<file path="src/rtl/mmu_accumulator_if.sv">
// Bus between the 3x3 systolic MMU / activation-stage reader and mmu_accumulator.
// The master drives the psum columns, control and read requests; the slave is
// the accumulator, which returns read data and status.
interface mmu_accumulator_if #(
   parameter int ACC_WIDTH = 32,
   parameter int ADDR_W    = 4
);
   logic                 valid_in;
   logic                 accumulate;
   logic                 use_signed;
   logic [ADDR_W-1:0]    wr_addr;
   logic [ACC_WIDTH-1:0] acc0_in;
   logic [ACC_WIDTH-1:0] acc1_in;
   logic [ACC_WIDTH-1:0] acc2_in;
   logic                 clear;
   logic                 rd_en;
   logic [ADDR_W-1:0]    rd_addr;
   logic                 rd_valid;
   logic [ACC_WIDTH-1:0] rd_data0;
   logic [ACC_WIDTH-1:0] rd_data1;
   logic [ACC_WIDTH-1:0] rd_data2;
   logic                 busy;
   logic                 overflow;

   modport master (
      output valid_in, accumulate, use_signed, wr_addr,
             acc0_in, acc1_in, acc2_in, clear, rd_en, rd_addr,
      input  rd_valid, rd_data0, rd_data1, rd_data2, busy, overflow
   );

   modport slave (
      input  valid_in, accumulate, use_signed, wr_addr,
             acc0_in, acc1_in, acc2_in, clear, rd_en, rd_addr,
      output rd_valid, rd_data0, rd_data1, rd_data2, busy, overflow
   );
endinterface

</file>
<file path="src/rtl/mmu_accumulator.sv">
// mmu_accumulator: re-aligns the column-skewed psum rows of the 3x3 MMU and
// overwrites/accumulates them into a DEPTH x 3 register buffer with a
// registered read port.
// Optional feature macro: ACC_SAT_EN -- accumulating adds that overflow
// saturate instead of wrapping (overflow flag is set either way).
module mmu_accumulator #(
   parameter int  ACC_WIDTH = 32,
   parameter int  DEPTH     = 16,
   localparam int ADDR_W    = (DEPTH > 1) ? $clog2(DEPTH) : 1
) (
   input logic              clk,
   input logic              rst_n,
   mmu_accumulator_if.slave acc_if
);
   typedef logic [ACC_WIDTH-1:0]      word_t;
   typedef logic [2:0][ACC_WIDTH-1:0] row_t;

   // One extra bit so a non-power-of-two DEPTH can be range checked.
   localparam logic [ADDR_W:0] DEPTH_C = DEPTH[ADDR_W:0];

   // Stage 1: row has seen its col0 edge; stage 2: row has seen its col1 edge.
   logic              s1_valid_q, s1_accum_q, s1_signed_q;
   logic [ADDR_W-1:0] s1_addr_q;
   word_t             s1_col0_q;
   logic              s2_valid_q, s2_accum_q, s2_signed_q;
   logic [ADDR_W-1:0] s2_addr_q;
   word_t             s2_col0_q, s2_col1_q;

   row_t              mem_q [DEPTH];
   logic              rd_valid_q;
   row_t              rd_data_q;
   logic              overflow_q;

   logic              wr_in_range, rd_in_range, commit_en;
   row_t              cur_row, in_row, new_row_d;
   logic [2:0]        col_ovf;

   assign wr_in_range = ({1'b0, s2_addr_q} < DEPTH_C);
   assign rd_in_range = ({1'b0, acc_if.rd_addr} < DEPTH_C);
   assign commit_en   = s2_valid_q && wr_in_range && !acc_if.clear;

   // The buffer is read combinationally at commit, so a row committing right
   // after another to the same entry always sees the previous result.
   assign cur_row = wr_in_range ? mem_q[s2_addr_q] : '0;
   assign in_row  = {acc_if.acc2_in, s2_col1_q, s2_col0_q};

   genvar gi;
   generate
      for (gi = 0; gi < 3; gi++) begin : g_col
         logic [ACC_WIDTH:0] sum;
         logic               ovf_signed, ovf_unsigned;
         assign sum          = {1'b0, cur_row[gi]} + {1'b0, in_row[gi]};
         assign ovf_unsigned = sum[ACC_WIDTH];
         assign ovf_signed   = (cur_row[gi][ACC_WIDTH-1] == in_row[gi][ACC_WIDTH-1]) &&
                               (sum[ACC_WIDTH-1] != cur_row[gi][ACC_WIDTH-1]);
         // Overwrite can never overflow.
         assign col_ovf[gi]  = s2_accum_q && (s2_signed_q ? ovf_signed : ovf_unsigned);
`ifdef ACC_SAT_EN
         // Signed overflow needs equal operand signs, so the old value's sign
         // gives the saturation direction.
         word_t sat_val;
         assign sat_val = !s2_signed_q ? {ACC_WIDTH{1'b1}} :
                          (cur_row[gi][ACC_WIDTH-1] ? {1'b1, {(ACC_WIDTH-1){1'b0}}}
                                                    : {1'b0, {(ACC_WIDTH-1){1'b1}}});
         assign new_row_d[gi] = !s2_accum_q ? in_row[gi] :
                                (col_ovf[gi] ? sat_val : sum[ACC_WIDTH-1:0]);
`else
         assign new_row_d[gi] = s2_accum_q ? sum[ACC_WIDTH-1:0] : in_row[gi];
`endif
      end
   endgenerate

   // Deskew pipeline: capture col0 + control, then col1; clear flushes it.
   always_ff @(posedge clk or negedge rst_n) begin
      if (!rst_n) begin
         s1_valid_q  <= 1'b0;
         s1_accum_q  <= 1'b0;
         s1_signed_q <= 1'b0;
         s1_addr_q   <= '0;
         s1_col0_q   <= '0;
         s2_valid_q  <= 1'b0;
         s2_accum_q  <= 1'b0;
         s2_signed_q <= 1'b0;
         s2_addr_q   <= '0;
         s2_col0_q   <= '0;
         s2_col1_q   <= '0;
      end else if (acc_if.clear) begin
         s1_valid_q <= 1'b0;
         s2_valid_q <= 1'b0;
      end else begin
         s1_valid_q <= acc_if.valid_in;
         if (acc_if.valid_in) begin
            s1_accum_q  <= acc_if.accumulate;
            s1_signed_q <= acc_if.use_signed;
            s1_addr_q   <= acc_if.wr_addr;
            s1_col0_q   <= acc_if.acc0_in;
         end
         s2_valid_q <= s1_valid_q;
         if (s1_valid_q) begin
            s2_accum_q  <= s1_accum_q;
            s2_signed_q <= s1_signed_q;
            s2_addr_q   <= s1_addr_q;
            s2_col0_q   <= s1_col0_q;
            s2_col1_q   <= acc_if.acc1_in;
         end
      end
   end

   // Result buffer: cleared as a whole, otherwise written by the commit stage.
   always_ff @(posedge clk or negedge rst_n) begin
      if (!rst_n) begin
         for (int i = 0; i < DEPTH; i++) mem_q[i] <= '0;
      end else if (acc_if.clear) begin
         for (int i = 0; i < DEPTH; i++) mem_q[i] <= '0;
      end else if (commit_en) begin
         mem_q[s2_addr_q] <= new_row_d;
      end
   end

   // Registered read port: sees the pre-commit / pre-clear contents, holds data when idle.
   always_ff @(posedge clk or negedge rst_n) begin
      if (!rst_n) begin
         rd_valid_q <= 1'b0;
         rd_data_q  <= '0;
      end else begin
         rd_valid_q <= acc_if.rd_en;
         if (acc_if.rd_en) rd_data_q <= rd_in_range ? mem_q[acc_if.rd_addr] : '0;
      end
   end

   // Sticky overflow flag, reset only by clear.
   always_ff @(posedge clk or negedge rst_n) begin
      if (!rst_n)               overflow_q <= 1'b0;
      else if (acc_if.clear)    overflow_q <= 1'b0;
      else if (commit_en && (|col_ovf)) overflow_q <= 1'b1;
   end

   // The incoming row counts as in flight from the cycle it is presented.
   assign acc_if.busy     = acc_if.valid_in || s1_valid_q || s2_valid_q;
   assign acc_if.overflow = overflow_q;
   assign acc_if.rd_valid = rd_valid_q;
   assign acc_if.rd_data0 = rd_data_q[0];
   assign acc_if.rd_data1 = rd_data_q[1];
   assign acc_if.rd_data2 = rd_data_q[2];
endmodule
</file>
<file path="src/flat_wrapper.sv">
// flat-port wrapper written by rule: the top's interface ports become plain ports
module mmu_accumulator_flat 
#(
   parameter int  ACC_WIDTH = 32,
   parameter int  DEPTH     = 16,
   localparam int ADDR_W    = (DEPTH > 1) ? $clog2(DEPTH) : 1
)
  (clk, rst_n, acc_if_valid_in, acc_if_accumulate, acc_if_use_signed, acc_if_wr_addr, acc_if_acc0_in, acc_if_acc1_in, acc_if_acc2_in, acc_if_clear, acc_if_rd_en, acc_if_rd_addr, acc_if_rd_valid, acc_if_rd_data0, acc_if_rd_data1, acc_if_rd_data2, acc_if_busy, acc_if_overflow);
  mmu_accumulator_if #(.ACC_WIDTH(ACC_WIDTH)) acc_if_i ();
  input logic clk;
  input logic rst_n;
  input wire logic [$bits(acc_if_i.valid_in)-1:0] acc_if_valid_in;
  input wire logic [$bits(acc_if_i.accumulate)-1:0] acc_if_accumulate;
  input wire logic [$bits(acc_if_i.use_signed)-1:0] acc_if_use_signed;
  input wire logic [$bits(acc_if_i.wr_addr)-1:0] acc_if_wr_addr;
  input wire logic [$bits(acc_if_i.acc0_in)-1:0] acc_if_acc0_in;
  input wire logic [$bits(acc_if_i.acc1_in)-1:0] acc_if_acc1_in;
  input wire logic [$bits(acc_if_i.acc2_in)-1:0] acc_if_acc2_in;
  input wire logic [$bits(acc_if_i.clear)-1:0] acc_if_clear;
  input wire logic [$bits(acc_if_i.rd_en)-1:0] acc_if_rd_en;
  input wire logic [$bits(acc_if_i.rd_addr)-1:0] acc_if_rd_addr;
  output wire logic [$bits(acc_if_i.rd_valid)-1:0] acc_if_rd_valid;
  output wire logic [$bits(acc_if_i.rd_data0)-1:0] acc_if_rd_data0;
  output wire logic [$bits(acc_if_i.rd_data1)-1:0] acc_if_rd_data1;
  output wire logic [$bits(acc_if_i.rd_data2)-1:0] acc_if_rd_data2;
  output wire logic [$bits(acc_if_i.busy)-1:0] acc_if_busy;
  output wire logic [$bits(acc_if_i.overflow)-1:0] acc_if_overflow;
  assign acc_if_i.valid_in = acc_if_valid_in;
  assign acc_if_i.accumulate = acc_if_accumulate;
  assign acc_if_i.use_signed = acc_if_use_signed;
  assign acc_if_i.wr_addr = acc_if_wr_addr;
  assign acc_if_i.acc0_in = acc_if_acc0_in;
  assign acc_if_i.acc1_in = acc_if_acc1_in;
  assign acc_if_i.acc2_in = acc_if_acc2_in;
  assign acc_if_i.clear = acc_if_clear;
  assign acc_if_i.rd_en = acc_if_rd_en;
  assign acc_if_i.rd_addr = acc_if_rd_addr;
  assign acc_if_rd_valid = acc_if_i.rd_valid;
  assign acc_if_rd_data0 = acc_if_i.rd_data0;
  assign acc_if_rd_data1 = acc_if_i.rd_data1;
  assign acc_if_rd_data2 = acc_if_i.rd_data2;
  assign acc_if_busy = acc_if_i.busy;
  assign acc_if_overflow = acc_if_i.overflow;
  mmu_accumulator #(.ACC_WIDTH(ACC_WIDTH), .DEPTH(DEPTH)) u_core (.clk(clk), .rst_n(rst_n), .acc_if(acc_if_i));
endmodule
</file>
<file path="config.mk">
export PLATFORM = sky130hd
export DESIGN_NAME = mmu_accumulator_flat
export DESIGN_NICKNAME = d
export VERILOG_FILES = /design/src/rtl/mmu_accumulator_if.sv /design/src/rtl/mmu_accumulator.sv /design/src/flat_wrapper.sv
export SDC_FILE = /design/constraint.sdc
export NUM_CORES = 2
export LEC_CHECK = 0
export ABC_AREA = 0
export BUFFER_PORTS_ARGS = -buffer_cell sky130_fd_sc_hd__buf_2
export CORE_MARGIN = 2
export CORE_UTILIZATION = 35
export DETAILED_ROUTE_END_ITERATION = 6
export GPL_TIMING_DRIVEN = 1
export MAX_ROUTING_LAYER = met4
export SLEW_MARGIN = 0
export SYNTH_ARGS = -nofsm -noshare
export SYNTH_HDL_FRONTEND = slang
export SYNTH_SLANG_ARGS = --single-unit
export TNS_END_PERCENT = 1
</file>
<file path="constraint.sdc">
create_clock -name clk -period 6.2 [get_ports clk]
set_clock_uncertainty 0.05 [all_clocks]
set_input_delay 0.31 -clock clk [delete_from_list [all_inputs] [get_ports clk]]
set_output_delay 0.31 -clock clk [all_outputs]
set_load 0.02 [all_outputs]
</file>
==> reports/metrics.yaml <==
grt:
  grt_antenna_before_repair: 19
  overflow: 0
  grt_pass1_vias: 70147
  grt_usage: 0.2594
  grt_max_degree: 148
  grt_first_pass_wirelength_um: 489300
sta:
  slew_viol_final: 0
  timing.fmax_mhz: 167.4
  slew_headroom: 0.09623
  whs_ns: 0.02383
  hold_violations: 0
  rsz0062_at_grt: "no"
  setup_viol: 0
  tns_ns: 0
  finalCriticalPeriod_ns: 5.974
  worst_pin_slew_ns: 1.349
  fin_crit_sh: 0.9636
setup_path:
  end_kind: "flop"
  critPathMaxFanout: 44
  cpPeakStageDelay_ns: 0.88
  crit_chain: "buf_12 -> buf_4 -> mux4_2 -> mux4_2 -> ha_1 -> a21oi_1 -> o22ai_1 -> a31oi_1 -> nand4_1 -> a31oi_1 -> o21ai_0 -> a311oi_1 -> nor4b_1"
  cp_slowest_cell: "dfrtp_4"
  r2r-start: "u_core.s2_addr_q[1]"
  r2r_slack_ns: 0.23
  worstSetupPathType: "reg2reg"
  ff2ff_path_depth: 13
  timing.rr.end: "u_core.acc_if.overflow"
  worst_ep_required_time_ns: 6.88
  cp-start-kind: "flop"
  crit_arrival_ns: 6.65
detailed_routing:
  wl_met1_um: 128100
  avgRoutedWirePerCell_um: 30.42
  firstDrtPassIters: 7
  wl_met2_um: 151500
  vias_per_cell: 6.310
  routed_wl_um: 333700
  route.vias.total: 69199
  drt_iter0_drc: 8696
  drc_errors: 6
  wl_met3_um: 34860
  highest-signal-layer: "met4"
  ant_nets: 0
cells_and_area:
  design_area_mm2: 0.1036
  drive_above_1_share: 0.2690
  layout.nets: 7611
  final_cell_mix: "dfrtp_1 (1739), nand2_1 (1335), o21ai_0 (1313), mux4_2 (960), a22o_1 (241)"
  final_common_cell: "dfrtp_1"
  area_growth_pct: 14.80
hold_path:
  whs_path_depth: 4
  hold_class: "in2reg"
  hp-start: "acc_if_acc2_in[28]"
  holdPathEnd: "u_core.mem_q[92]"
yosys:
  ys_seq_area_frac: 0.4838
  ys_warn_count: 0
  synth_fa_ha_area_frac: 0.01398
  synth_edf_count: 0
  yosys.area_share.simple: 0.07027
  synth_compound_area_frac: 0.1204
  synth.avg_cell_area_um2: 12.28
  synth_top_family_by_area: "multiplexers"
  synth.top_cell.area_share: 0.4838
  synthXorXnorAreaFrac: 0.006797
  synth.distinct_cells: 73
  async_flop_share: 1.000
  syn-num-nets: 7558
  synth_seq_cells: 1744
  netlist_area_mm2: 0.09020
  synth_top_cell_by_area: "dfrtp_1"
  ys.flop_type: "dfrtp_1"
  muxShareOfSynthArea: 0.2741
  synth.area.top_cells: "dfrtp_1 (48%), mux4_2 (24%), o21ai_0 (7.3%), nand2_1 (5.6%), mux2_2 (2.6%)"
  netlist_instances: 7348
power:
  power_density_mw_per_mm2: 289.5
  p_leak_nw: 44.49
  p_total_mw: 29.98
  ir_drop_uv: 334.7
clocking:
  cts.reportedPaths.clkPinSlew_ns: 0.06
  cts_tree: "done"
  clockBufferDepth: 3
  clockRootBuffer: "clkbuf_16"
  cts.sinks: 1744
  h-tree-depth: 4
  cts_buffers: 193
  clk_latency_ns: 0.86
floorplan:
  die_area_mm2: 0.2618
  pin_count: 210
  die_w_um: 511.7
  die_y_um: 511.7
  coreArea_mm2: 0.2565
  start_util: 0.3517
  num_rows: 186
outcome:
  status: "complete, but fails checks"
  violations: "design-rule violations"
placed_design:
  place.gp.congestion: 0.8817
  hpwlAfterDp_um: 190200
  dpl-instance-area_mm2: 0.09585
  portBuffers: 209
flow_run:
  cap_violations: 0
-- Yosys cell counts (all sizes together) (5+ instances only) --
library cell and instances:
a221o 18, o21bai 9, o21ai 1327, o31ai 8
a22o 241, nand4 11, buf 125, and2 5
dfrtp 1744, nand3 23, clkbuf 565, mux4 960
nor3 21, inv 25, xnor2 51, o21a 13
xor2 19, a21oi 112, or3 9, mux2 208
nor2 127, a21o 53, nand2 1351, nor2b 20
nand2b 17, and3 14, a22oi 17, mux2i 74
a31oi 19, ha 96, a211oi 18
-- worst max-delay path by stage --
| stage | slack (ns) | end | depth (start not counted) | from |
|---|---|---|---|---|
| floorplan | 0.65 | u_core.mem_q[190] | 20 | u_core.s2_addr_q[0] |
| global placement | 0.43 | u_core.acc_if.overflow | 13 | u_core.s2_addr_q[0] |
| detailed placement | 0.48 | u_core.acc_if.overflow | 13 | u_core.s2_addr_q[0] |
| CTS | 0.49 | u_core.acc_if.overflow | 13 | u_core.s2_addr_q[0] |
| global route | 0.21 | u_core.acc_if.overflow | 13 | u_core.s2_addr_q[0] |
| finish | 0.23 | u_core.acc_if.overflow | 13 | u_core.s2_addr_q[1] |
-- critical path, delay by kind of cell (launching register included) --
kind                       cells  cell delay [ns]
and+or+nand+nor                2             0.34
muxes                          2             0.85
DFF                            1             0.88
buffers and inverters          2             0.72
adders and majority gates      1             0.34
AOI/OAI and AO/OA              6             2.62
-- area by class of cell --
type	count	area [µm²]
Antenna cell	18	45.04
Inverter	25	93.84
Sequential cell	1744	43660
Timing Repair Buffer	548	4499
Clock buffer	263	5465
Multi-Input combinational cell	4889	44220
Fill cell	23935	152900
Tap cell	3384	4234
Clock inverter	96	1340
-- cell families (layout without fill, tap and decap cells) --
| logic type | count (synthesis) | after routing |
|---|---|---|
| flip-flops | 1744 | 1744 |
| other | 0 | 18 |
| multiplexers | 1242 | 1242 |
| buffers and inverters | 715 | 932 |
| AO/OA/AOI/OAI | 1867 | 1867 |
| XOR/XNOR | 70 | 70 |
| adder cells (fa/ha/maj) | 99 | 99 |
| AND/OR/NAND/NOR | 1611 | 1611 |
-- through the flow --
stage	setup slack, ns	utilization	std cells
2_1_floorplan	0.6457	-	7348
4_1_cts	0.4885	0.4036	10949
6_report	0.2257	0.4038	10967
5_1_grt	0.2141	0.4037	10962
3_5_place_dp	0.4798	0.3738	10505
3_3_place_gp	0.4328	0.3738	10505
-- where the power goes --
group	switching, mW	total, mW	leakage [nW]	internal [mW]
clock network	5.10	12.4	3.33	7.28
logic	3.58	5.45	17.0	1.88
registers	0.487	12.2	24.1	11.7
-- registers in the layout (all words and copies together), names as in the netlist, 4 cells and up --
name / flops
u_core.mem_q: 1536
u_core.acc_if.rd_data0: 32
u_core.acc_if.rd_data1: 32
u_core.acc_if.rd_data2: 32
u_core.s1_col0_q: 32
u_core.s2_col0_q: 32
u_core.s2_col1_q: 32
u_core.s1_addr_q: 4
u_core.s2_addr_q: 4
-- layer usage --
metal / global-route usage / vias to the layer above
met3: 0.05972 / 1068
met5: - / -
li1: - / 27495
met1: 0.3328 / 36097
met4: 0.1327 / 0
met2: 0.3849 / 4539
-- what timing repair did --
item	CTS	global route
gates resized for setup	0	0
setup buffers	0	0
hold buffers	85	0
hold endpoints to repair	326	0
No activity file was read; power rests on OpenSTA's default activity.
